$ cat src/rtl/jtframe_debug_pager.sv
// jtframe_debug_pager
//   Frame-synchronous scheduler that time-shares the 8-bit debug OSD overlay
//   between PAGES debug views. A view is chosen by manual keys, by
//   auto-cycling, or by a requester forcing its view for HOLD frames, with
//   round-robin arbitration among requesters. All outputs update only on
//   the frame boundary (falling edge of lvbl), so the overlay never tears.
//
//   Optional build macro: JTFRAME_DEBUG_PAGER_BLINK_EN
//     defined   : a forced page blinks (osd_valid = ~hold_cnt[3])
//     undefined : osd_valid stays 1 for the whole forced period
//
// Ports:
//   clk        system clock
//   rst_n      asynchronous active-low reset
//   lvbl       vertical blank, active-low; its falling edge is the frame boundary
//   page_next  key level, rising edge requests +1 page
//   page_prev  key level, rising edge requests -1 page
//   auto_en    auto-cycle pages when nothing is forced
//   req        per-view force request, rising edge latches a pending request
//   views      view i is views[8*i+7:8*i]
//   osd_data   byte sent to the overlay (registered)
//   osd_page   index of the displayed view (registered)
//   osd_valid  overlay enable (registered)
//   gnt        one-hot, high while that requester's page is forced
module jtframe_debug_pager #(
    parameter int PAGES  = 4,
    parameter int FRAMES = 60,
    parameter int HOLD   = 120,
    localparam int PGW   = $clog2(PAGES)
) (
    input  logic                 clk,
    input  logic                 rst_n,
    input  logic                 lvbl,
    input  logic                 page_next,
    input  logic                 page_prev,
    input  logic                 auto_en,
    input  logic [PAGES-1:0]     req,
    input  logic [8*PAGES-1:0]   views,
    output logic [7:0]           osd_data,
    output logic [PGW-1:0]       osd_page,
    output logic                 osd_valid,
    output logic [PAGES-1:0]     gnt
);

    typedef enum logic [1:0] { MANUAL, AUTO, FORCE } state_t;

    state_t             state, state_nxt;
    logic               lvbl_l, next_l, prev_l, fb;
    logic               next_edge, prev_edge;
    logic               step_up, step_dn;
    logic [PAGES-1:0]   req_l, pend, pend_clr;
    logic [PGW-1:0]     cur_page, saved_page, rr_ptr, win;
    logic [PGW-1:0]     cur_nxt, saved_nxt, rr_nxt, win_nxt;
    logic [PGW-1:0]     step_page, inc_page, pick, disp;
    logic [PGW:0]       sum;
    logic               found;
    logic [7:0]         frame_cnt, hold_cnt, frame_nxt, hold_nxt;
    logic [7:0]         disp_view;
    logic               valid_nxt, force_valid;
    logic [PAGES-1:0]   gnt_nxt;

    assign fb        = lvbl_l & ~lvbl;
    assign next_edge = page_next & ~next_l;
    assign prev_edge = page_prev & ~prev_l;

    always_ff @(posedge clk or negedge rst_n) begin
        if (!rst_n) state <= MANUAL;
        else if (fb) state <= state_nxt;
    end

    always_comb begin
        // round-robin search: first pending bit at or above rr_ptr, wrapping
        found = 1'b0;
        pick  = '0;
        sum   = '0;
        for (int unsigned i = 0; i < PAGES; i++) begin
            sum = {1'b0, rr_ptr} + (PGW+1)'(i);
            if (sum >= (PGW+1)'(PAGES)) sum = sum - (PGW+1)'(PAGES);
            if (!found && pend[sum[PGW-1:0]]) begin
                found = 1'b1;
                pick  = sum[PGW-1:0];
            end
        end

        inc_page  = (cur_page == PGW'(PAGES-1)) ? '0 : cur_page + PGW'(1);
        step_page = cur_page;
        if (step_up)      step_page = inc_page;
        else if (step_dn) step_page = (cur_page == '0) ? PGW'(PAGES-1) : cur_page - PGW'(1);

        state_nxt = state;
        cur_nxt   = cur_page;
        saved_nxt = saved_page;
        rr_nxt    = rr_ptr;
        win_nxt   = win;
        frame_nxt = frame_cnt;
        hold_nxt  = hold_cnt;
        pend_clr  = '0;

        if (state != FORCE && found) begin
            state_nxt   = FORCE;
            win_nxt     = pick;
            pend_clr    = '0;
            pend_clr[pick] = 1'b1;
            hold_nxt    = 8'(HOLD-1);
            saved_nxt   = cur_page;
            rr_nxt      = (pick == PGW'(PAGES-1)) ? '0 : pick + PGW'(1);
        end else begin
            case (state)
                MANUAL: begin
                    cur_nxt = step_page;
                    if (auto_en) begin
                        state_nxt = AUTO;
                        frame_nxt = '0;
                    end
                end
                AUTO: begin
                    if (!auto_en) begin
                        state_nxt = MANUAL;
                        cur_nxt   = step_page;
                    end else if (step_up || step_dn) begin
                        cur_nxt   = step_page;
                        frame_nxt = '0;
                    end else if (frame_cnt == 8'(FRAMES-1)) begin
                        cur_nxt   = inc_page;
                        frame_nxt = '0;
                    end else begin
                        frame_nxt = frame_cnt + 8'd1;
                    end
                end
                FORCE: begin
                    if (hold_cnt == '0) begin
                        state_nxt = auto_en ? AUTO : MANUAL;
                        frame_nxt = '0;
                        cur_nxt   = saved_page;
                    end else begin
                        hold_nxt = hold_cnt - 8'd1;
                    end
                end
                default: state_nxt = MANUAL;
            endcase
        end

        disp      = (state_nxt == FORCE) ? win_nxt : cur_nxt;
        disp_view = '0;
        for (int unsigned i = 0; i < PAGES; i++) begin
            if (disp == PGW'(i)) disp_view = views[8*i +: 8];
        end

`ifdef JTFRAME_DEBUG_PAGER_BLINK_EN
        force_valid = ~hold_nxt[3];
`else
        force_valid = 1'b1;
`endif
        valid_nxt = (state_nxt == FORCE) ? force_valid : (disp_view != 8'd0);
        gnt_nxt   = (state_nxt == FORCE) ? (PAGES'(1) << win_nxt) : '0;
    end

    always_ff @(posedge clk or negedge rst_n) begin
        if (!rst_n) begin
            lvbl_l     <= 1'b0;
            next_l     <= 1'b0;
            prev_l     <= 1'b0;
            req_l      <= '0;
            pend       <= '0;
            step_up    <= 1'b0;
            step_dn    <= 1'b0;
            cur_page   <= '0;
            saved_page <= '0;
            rr_ptr     <= '0;
            win        <= '0;
            frame_cnt  <= '0;
            hold_cnt   <= '0;
            osd_data   <= '0;
            osd_page   <= '0;
            osd_valid  <= 1'b0;
            gnt        <= '0;
        end else begin
            lvbl_l <= lvbl;
            next_l <= page_next;
            prev_l <= page_prev;
            req_l  <= req;
            // a request edge coinciding with its own clear wins, so it is served again later
            pend   <= (pend & ~(fb ? pend_clr : '0)) | (req & ~req_l);
            // newest key edge overrides; simultaneous edges cancel; fb consumes it
            if (next_edge || prev_edge) begin
                step_up <= next_edge & ~prev_edge;
                step_dn <= prev_edge & ~next_edge;
            end else if (fb) begin
                step_up <= 1'b0;
                step_dn <= 1'b0;
            end
            if (fb) begin
                cur_page   <= cur_nxt;
                saved_page <= saved_nxt;
                rr_ptr     <= rr_nxt;
                win        <= win_nxt;
                frame_cnt  <= frame_nxt;
                hold_cnt   <= hold_nxt;
                osd_data   <= disp_view;
                osd_page   <= disp;
                osd_valid  <= valid_nxt;
                gnt        <= gnt_nxt;
            end
        end
    end

endmodule
$ cat config.mk
export PLATFORM = sky130hd
export DESIGN_NAME = jtframe_debug_pager
export DESIGN_NICKNAME = d
export VERILOG_FILES = /design/src/rtl/jtframe_debug_pager.sv
export SDC_FILE = /design/constraint.sdc
export NUM_CORES = 1
export LEC_CHECK = 0
export CAP_MARGIN = 10
export CORE_MARGIN = 4
export CORE_UTILIZATION = 40
export DETAILED_ROUTE_END_ITERATION = 8
export PLACE_DENSITY = 0.64
export SLEW_MARGIN = 40
export SYNTH_ARGS = -nofsm -noshare
export SYNTH_HDL_FRONTEND = slang
export SYNTH_SLANG_ARGS = --single-unit
$ cat constraint.sdc
create_clock -name clk -period 4.15 [get_ports clk]
set_input_delay 0.415 -clock clk [delete_from_list [all_inputs] [get_ports clk]]
set_output_delay 0.415 -clock clk [all_outputs]
set_load 0.05 [all_outputs]
-- Word level (Yosys, flattened, before mapping)
Index checks and enable logic that the tools add are counted.
W data, S select, Z words.
- register bits after elaboration: 54
- input bits: 42
- word-level logic and storage cells: 153
- add/sub/neg operators: 12
- magnitude comparators: 10
- equality and inequality tests: 14
- shift operators: 1
- muxes and demuxes: 61
- bitwise gates (word level): 16
- reductions and logical operators: 21
- operator list (kind ; number):
    $mux W8 ; 12
    $mux W2 ; 24
    $pmux W8 S3 ; 1
    $lt A2 B3 Y1 const B ; 5
    $mux W1 ; 14
    $eq A2 B2 Y1 const B ; 6
    $mux W4 ; 3
    $pmux W2 S3 ; 2
    $ne A2 B2 Y1 const B ; 5
    $sub A2 B1 Y2 const B ; 5
    $ge A3 B3 Y1 const B ; 3
    $add A8 B1 Y8 const B ; 1
    $and A4 B4 Y4 ; 2
    $bmux W1 S2 ; 4
    $eq A8 B6 Y1 const B ; 1
    $logic_not A8 Y1 ; 1
    $not A4 Y4 ; 2
    $reduce_bool A8 Y1 ; 1
    $sub A8 B1 Y8 const B ; 1
    $add A2 B2 Y3 const B ; 2
    $logic_not A2 Y1 ; 3
    $not A1 Y1 ; 6
    $reduce_and A6 Y1 ; 1
    $and A1 B1 Y1 ; 5
    other kinds (15) ; 25

-- Depth between registers and ports, before layout
Gate-level depths: netlist (run 1).
- depth after elaboration: 25
- gate-level depth with buffers: 13

-- Worst setup path before layout (run 1)
OpenSTA, ideal clock, no wires.
- path type: register -> register
- start point: reg hold_cnt[3]
- end point: reg osd_valid
- library setup time: 126 ps
- arrival: 2838 ps
- path slack: 1186 ps
- stages on the path, launching flop included: 11
- path buffers: 1
- clock period less this slack: 2964 ps
- cells stage by stage: dfrtp_1 -> or4_4 -> or3_4 -> o211ai_2 -> a32oi_2 -> o21ai_4 -> buf_12 -> mux2i_1 -> mux2_4 -> nand4_2 -> o32a_1
- cells in the longest elaborated chain, start to end: 13
- elaborated cells between the ends (all ways): 19
- those cells by class: eq/ne: 4; mux: 12; reduce/logical: 3
- ends and longest elaborated chain (what ; line ; RTL):
    start, declared ; 57 ; logic [7:0] frame_cnt, hold_cnt, frame_nxt, hold_nxt;
    start signal, assigned ; 198 ; hold_cnt <= hold_nxt;
    $logic_not A8 Y1 (*) ; 131 ; if (hold_cnt == '0) begin
    $mux W2 ; 131 ;
    $pmux W2 S3 ; 108 ; case (state)
    $mux W2 ; 99 ; if (state != FORCE && found) begin
    $eq A2 B2 Y1 ; 143, 154 ;
    $mux W2 ; 143 ; disp = (state_nxt == FORCE) ? win_nxt : cur_nxt;
    $logic_not A2 Y1 ; 146 ; if (disp == PGW'(i)) disp_view = views[8*i +: 8];
    $mux W8 (4 in a row) ; 146 ;
    $reduce_bool A8 Y1 ; 154 ; valid_nxt = (state_nxt == FORCE) ? force_valid : (disp_view != 8'd0);
    $mux W1 (*) ; 154 ;
    end signal, assigned ; 201 ; osd_valid <= valid_nxt;
    end, declared ; 41 ; output logic osd_valid,
Mark *: on every way between the ends. The rest lies on a longest branch, timed or not.
A chain may end at the register's enable or synchronous reset.

-- Worst setup path in the final report (run 1)
Ends and elaborated chain as after synthesis.

==> reports/metrics.yaml, run 1 <==
synthFlopType: "dfrtp_1"
drive_above_1_share: 0.101
drcViolationCount: 0
cp_cell_sequence: "or4_4, or3_4, o211ai_2, a32oi_2, o21ai_4, mux2i_1, mux2_2, nand4_2, o32a_1"
area.growth.synth_to_final_pct: 23.3
final_net_count: 425
dp_hpwl_um: 5270
yosysSeqAreaShare: 0.443
die_w_um: 95.3
grt_pass1_wl_um: 12000
via_per_inst: 5.26
max_slew.worst_pin.slew_ns: 0.822
antenna_cells: 0
rrSetupSlack_ns: 0.82
finalWorstSetupSlack_ns: 0.816
antenna_left: 0
fillers: 684
path_max_fanout: 16
fmax_mhz: 300
synthCells: 320
yosysMostFrequentCell: "dfrtp_1"
die_h_um: 95.3
rsz0062_at_grt: "false"
h-tree-depth: 2
startpoint_type: "flip-flop"
hold_class: "in -> async"
num_io_pins: 57
drtIter0Drc: 159
fin_crit_ns: 3.33
whs_ns: 0.0476
clk_latency_ns: 0.31
portBuffers: 56
synthTopCellsByArea: "dfrtp_1 44%, nand2_1 6.0%, mux2i_1 4.9%, o21ai_0 4.9%, ha_1 3.3%"
cp.required_ns: 4.35
ir_drop_v: 0.000317
first_pass_iters: 4
ys_ff_latch: 54
cts_hold_buffers: 0
p_per_area_mw_per_mm2: 536
path_class: "reg -> reg"
cpPeakStageDelay_ns: 0.61
critPathArrivalTime_ns: 3.53
grt_overflow: 0
grt_pass1_vias: 2463
cts_tree: "done"
synth_commonest_cells: "54 x dfrtp_1, 49 x nand2_1, 30 x o21ai_0"
grt_use_total: 0.166
drv_slew: 0
antenna_found_initial: 0
setup_violations: 0
gp_congestion: 0.893
r2r_end: "osd_valid"
skew_ns: 0.00587
drv_cap: 0
fin_crit_sh: 0.803
cts_root_buffer: "clkbuf_8"
initial_core_util: 0.416
cts_made_buffers: 5
dp_cells: 467
relSlewSlack: 0.444
grt_max_degree: 36
cts_setup_buffers: 0
reg2reg_depth: 9
clk_path_buf_depth: 2
clk_transition_reported_paths_ns: 0.10
ys_warn_count: 0
async_flop_share: 1.00
cp-end-kind: "flip-flop"
dp_slack_ns: 0.788
setup_tns_ns: 0
syn_nets: 370
yosysTopAreaCell: "dfrtp_1"
status: "completed"
ctsResizeCount: 0
row_count: 31
netlist_area_mm2: 0.00305
timing.rr.start: "hold_cnt[3]"
routedWlPerCell_um: 14.7
synth_top_cell_area_share: 0.443
synth-edff-count: 0
vias: 2499
syn_avg_cell_area_um2: 9.52
synthDistinctLibCells: 60
finalHoldViolCount: 0
clock_sinks: 54
die_area_mm2: 0.00908
core_mm2: 0.00733
p_total_mw: 2.02
instances_no_fill: 475
total_leakage_power_nw: 1.59
routed_wl_um: 6970
crit_path_top_delay_cell: "o21ai_4"
## placed cells by master, fill, tap and decap left out, types with 8 or more instances in the layout
| cell type | n |
|---|---|
| o31ai_1 | 12 |
| dfrtp_1 | 54 |
| mux2i_1 | 15 |
| a21oi_1 | 9 |
| o21ai_0 | 30 |
| nand2_1 | 49 |
| ha_1 | 8 |
| mux2_2 | 8 |
| nand3_1 | 10 |
| inv_1 | 18 |
| clkdlybuf4s50_1 | 55 |
| nor2_1 | 21 |
## stage by stage
stage	cell area, µm²	utilization
global placement	3660	0.499
finish	3760	0.513
detailed placement	3660	0.499
floorplan	3050	-
CTS	3760	0.512
global route	3760	0.513
## worst max-delay path: cells and delay by family, from the launching register on
family           cells  cell delay (ns)
AO/OA/AOI/OAI        4             1.24
flip-flops           1             0.44
multiplexers         2             0.45
AND/OR/NAND/NOR      3             1.10
## metal layers
| metal | part of all wire | vias to the layer above | GRT usage |
|---|---|---|---|
| met4 | 0.014 | 0 | 0.0457 |
| met1 | 0.46 | 1180 | 0.219 |
| met5 | 0 | - | 0 |
| met3 | 0.053 | 11 | 0.0284 |
| li1 | - | 1247 | - |
| met2 | 0.48 | 61 | 0.280 |
## logic make-up after synthesis
family,Yosys count,synth area share
AOI/OAI and AO/OA,82,0.182
xor gates and xnor gates,4,0.0115
adders and majority gates,8,0.0328
buffers and inverters,29,0.0525
DFF,54,0.443
muxes,24,0.0837
and+or+nand+nor,119,0.194
## state kept, by name (all words and copies together) (netlist names)
register	cells
osd_page	2
win	2
frame_cnt	8
prev_l	1
step_dn	1
saved_page	2
step_up	1
hold_cnt	8
state	2
next_l	1
pend	4
gnt	4
req_l	4
lvbl_l	1
osd_valid	1
osd_data	8
cur_page	2
rr_ptr	2
## cell type report
class	instances	area (µm²)	share of cell area
clock buffer	6	82.6	0.0220
sequential	54	1350	0.360
timing repair buffer	59	581	0.154
multi-input combinational	237	1540	0.409
tap	99	124	0.0330
inverter	18	67.6	0.0180
clock inverter	2	16.3	0.00433
## power breakdown
part	internal, mW	total [mW]	leakage (nW)	switching, mW
sequential	0.638	0.737	0.647	0.0990
combinational	0.398	0.964	0.892	0.567
clock	0.138	0.314	0.0478	0.176
## how the worst max path moves through the flow
stage / start / to / slack [ns] / cells past startpoint
after floorplan: hold_cnt[3] / osd_valid / 1.19 / 10
after global placement: hold_cnt[3] / osd_valid / 0.93 / 9
after detailed placement: hold_cnt[3] / osd_valid / 0.79 / 9
after CTS: hold_cnt[3] / osd_valid / 0.76 / 9
after global routing: hold_cnt[3] / osd_valid / 0.61 / 9
final: hold_cnt[3] / osd_valid / 0.82 / 9
Note: power is estimated with default switching activity, not from simulation.
==> inputs of run 2 (changes only) <==
- clock period: 4.15 -> 3.3 ns (I/O delays scaled with it)
==> run 2 against run 1 <==
Net effect:
- non-clock buffer count is 8 higher
- design area rose by 2.1%
- combinational power increased by 33%
- cell count rose by 1.7%
- via count increased by 0.28%
- worst setup slack worse by 0.59 ns
- sequential share of layout area is 0.75 points lower
- power rose by 28%
- clock skew up 0.0068 ns
- register-to-register slack lost 0.59 ns
- critical path depth rose by 1
- maximum frequency increased by 8.6%
- critical path type unchanged
- largest cell class unchanged
- largest power group unchanged
- highest routed layer unchanged
==> reports/metrics.yaml, run 2 (same netlist as run 1, synthesis figures left out) <==
status: "completed"
portBuffers: 56  # unchanged
r2r_end: "osd_valid"
critPathTopFamily: "simple AND/OR/NAND/NOR gates"
die_w_um: 95.3  # unchanged
max_slew.worst_pin.slew_ns: 0.730  # -0.0916 ns
routed_wl_um: 6970  # about the same
cts_tree: "done"
timing.rr.start: "hold_cnt[3]"
hold_depth: 1
relSlewSlack: 0.509  # +0.0643
fin_crit_ns: 3.07  # -0.265 ns
grt_overflow: 0  # unchanged
rsz0062_at_grt: "false"
h-tree-depth: 2  # unchanged
cp_cell_sequence: "or4_4, or3_4, o22ai_1, inv_1, o21ai_4, buf_12, mux2i_1, mux2_2, nand4_2, o32a_1"
startpoint_type: "flip-flop"
antenna_left: 0  # unchanged
path_depth: 10  # +1
clock_sinks: 54  # unchanged
grt_pass1_vias: 2483  # +0.81%
path_max_fanout: 16  # unchanged
first_pass_iters: 4  # unchanged
min_to: "pend[2]"
drive_above_1_share: 0.120  # +0.0187
rrSetupSlack_ns: 0.23  # -0.59 ns
min_from: "req_l[2]"
path_class: "reg -> reg"
grt_use_total: 0.166  # -0.000418
vias: 2506  # +0.28%
setup_tns_ns: 0  # unchanged
area.growth.synth_to_final_pct: 25.9
critPathBufInv: 2  # +2
reg2reg_depth: 10  # +1
total_leakage_power_nw: 1.63  # +3.0%
clk_path_buf_depth: 2  # unchanged
layout_commonest_cell: "clkdlybuf4s50_1"
via_per_inst: 5.19  # -1.4%
crit_path_top_delay_cell: "or4_4"
top_regs: "frame_cnt: 8 flops, hold_cnt: 8 flops, osd_data: 8 flops"
multi_input_area_mm2: 0.00154  # +0.41%
ir_drop_v: 0.000331  # +4.4%
critPathArrivalTime_ns: 3.27  # -0.26 ns
row_count: 31  # unchanged
grt_max_degree: 37  # +2.8%
cp-end-kind: "flip-flop"
gp_congestion: 0.884  # -0.93%
antenna_found_initial: 0  # unchanged
die_h_um: 95.3  # unchanged
clk_transition_reported_paths_ns: 0.11  # about the same
grt_pass1_wl_um: 11900  # -0.46%
core_mm2: 0.00733  # unchanged
clk_latency_ns: 0.31  # about the same
cpPeakStageDelay_ns: 0.58  # -0.03 ns
dp_hpwl_um: 5270  # -0.13%
regArea_mm2: 0.00135  # unchanged
finalHoldViolCount: 0  # unchanged
cp.required_ns: 3.50  # -0.85 ns
hold_class: "reg -> reg"
fillers: 674  # -1.5%
drtIter0Drc: 126  # -21%
fmax_mhz: 326  # +8.6%
cts_root_buffer: "clkbuf_8"
cts_made_buffers: 5  # unchanged
layout_common_cells: "55 x clkdlybuf4s50_1, 54 x dfrtp_1, 49 x nand2_1"
num_io_pins: 57  # unchanged
die_area_mm2: 0.00908  # unchanged
drv_slew: 0  # unchanged
routedWlPerCell_um: 14.4  # -1.7%
final_net_count: 433  # +1.9%
fin_crit_sh: 0.930  # +0.127
skew_ns: 0.0127  # +0.00685 ns
p_per_area_mw_per_mm2: 673  # +26%
drv_cap: 0  # unchanged
whs_ns: 0.420  # +0.372 ns
antenna_cells: 0  # unchanged
initial_core_util: 0.416  # unchanged
setup_violations: 0  # unchanged
drcViolationCount: 0  # unchanged
[run 2: changes by cell type in the layout (fill, tap and decap cells not counted), sizes merged]
cell         previous run  this run
dlygate4sd3             0         1
buf                     4        11
inv                    19        20
clkbuf                  6         5
clkinvlp                1         0
clkinv                  0         1
[run 2: where the power goes]
group	internal, mW	total (mW)	leakage [nW]	switching, mW
clock	0.159	0.395	0.0506	0.236
sequential	0.803	0.913	0.647	0.110
combinational	0.540	1.28	0.937	0.736
[run 2: worst max path at each step]
stage	startpoint	end	slack, ns
floorplan	hold_cnt[3]	osd_valid	0.34
global placement	hold_cnt[3]	osd_valid	0.34
detailed placement	frame_cnt[0]	osd_valid	0.22
CTS	frame_cnt[0]	osd_valid	0.20
global route	hold_cnt[3]	osd_valid	0.08
finish	hold_cnt[3]	osd_valid	0.23
[run 2: repair_timing]
action                                  in CTS  in global routing
buffers inserted                             0                  0
endpoints found under the hold margin        0                 30
gates resized for setup                      0                  1
endpoints found under the setup margin       0                  1
hold buffers                                 0                  1
[run 2: layer usage]
layer  up-vias  share of wire  global-route usage  wire (µm)
met4         0          0.012              0.0493         81
met5         -              0                   0          0
li1       1265              -                   -          -
met2        52           0.47               0.275       3270
met1      1181           0.47               0.220       3280
met3         8          0.048              0.0308        334
[run 2: layout make-up]
type                       count  area share
timing repair buffer          67       0.171
clock buffer                   5      0.0179
inverter                      18      0.0176
multi-input combinational    237       0.402
tap                           99      0.0323
clock inverter                 3     0.00750
sequential                    54       0.352
[run 2: through the flow]
stage | util | setup slack [ns] | power [mW] | cells | cell area (µm²)
floorplan | - | 0.336 | 1.83 | 320 | 3050
global placement | 0.508 | 0.339 | 2.19 | 474 | 3720
detailed placement | 0.508 | 0.222 | 2.21 | 474 | 3720
CTS | 0.521 | 0.196 | 2.61 | 482 | 3820
global route | 0.524 | 0.0807 | 2.77 | 483 | 3840
finish | 0.524 | 0.231 | 2.58 | 483 | 3840
[run 2: worst reg2reg max path, stage by stage (launching register included)]
cell and delay [ns]:
dfrtp_1 0.44, or4_4 0.58, or3_4 0.41, o22ai_1 0.25
inv_1 0.11, o21ai_4 0.16, buf_12 0.18, mux2i_1 0.21
mux2_2 0.18, nand4_2 0.10, o32a_1 0.35
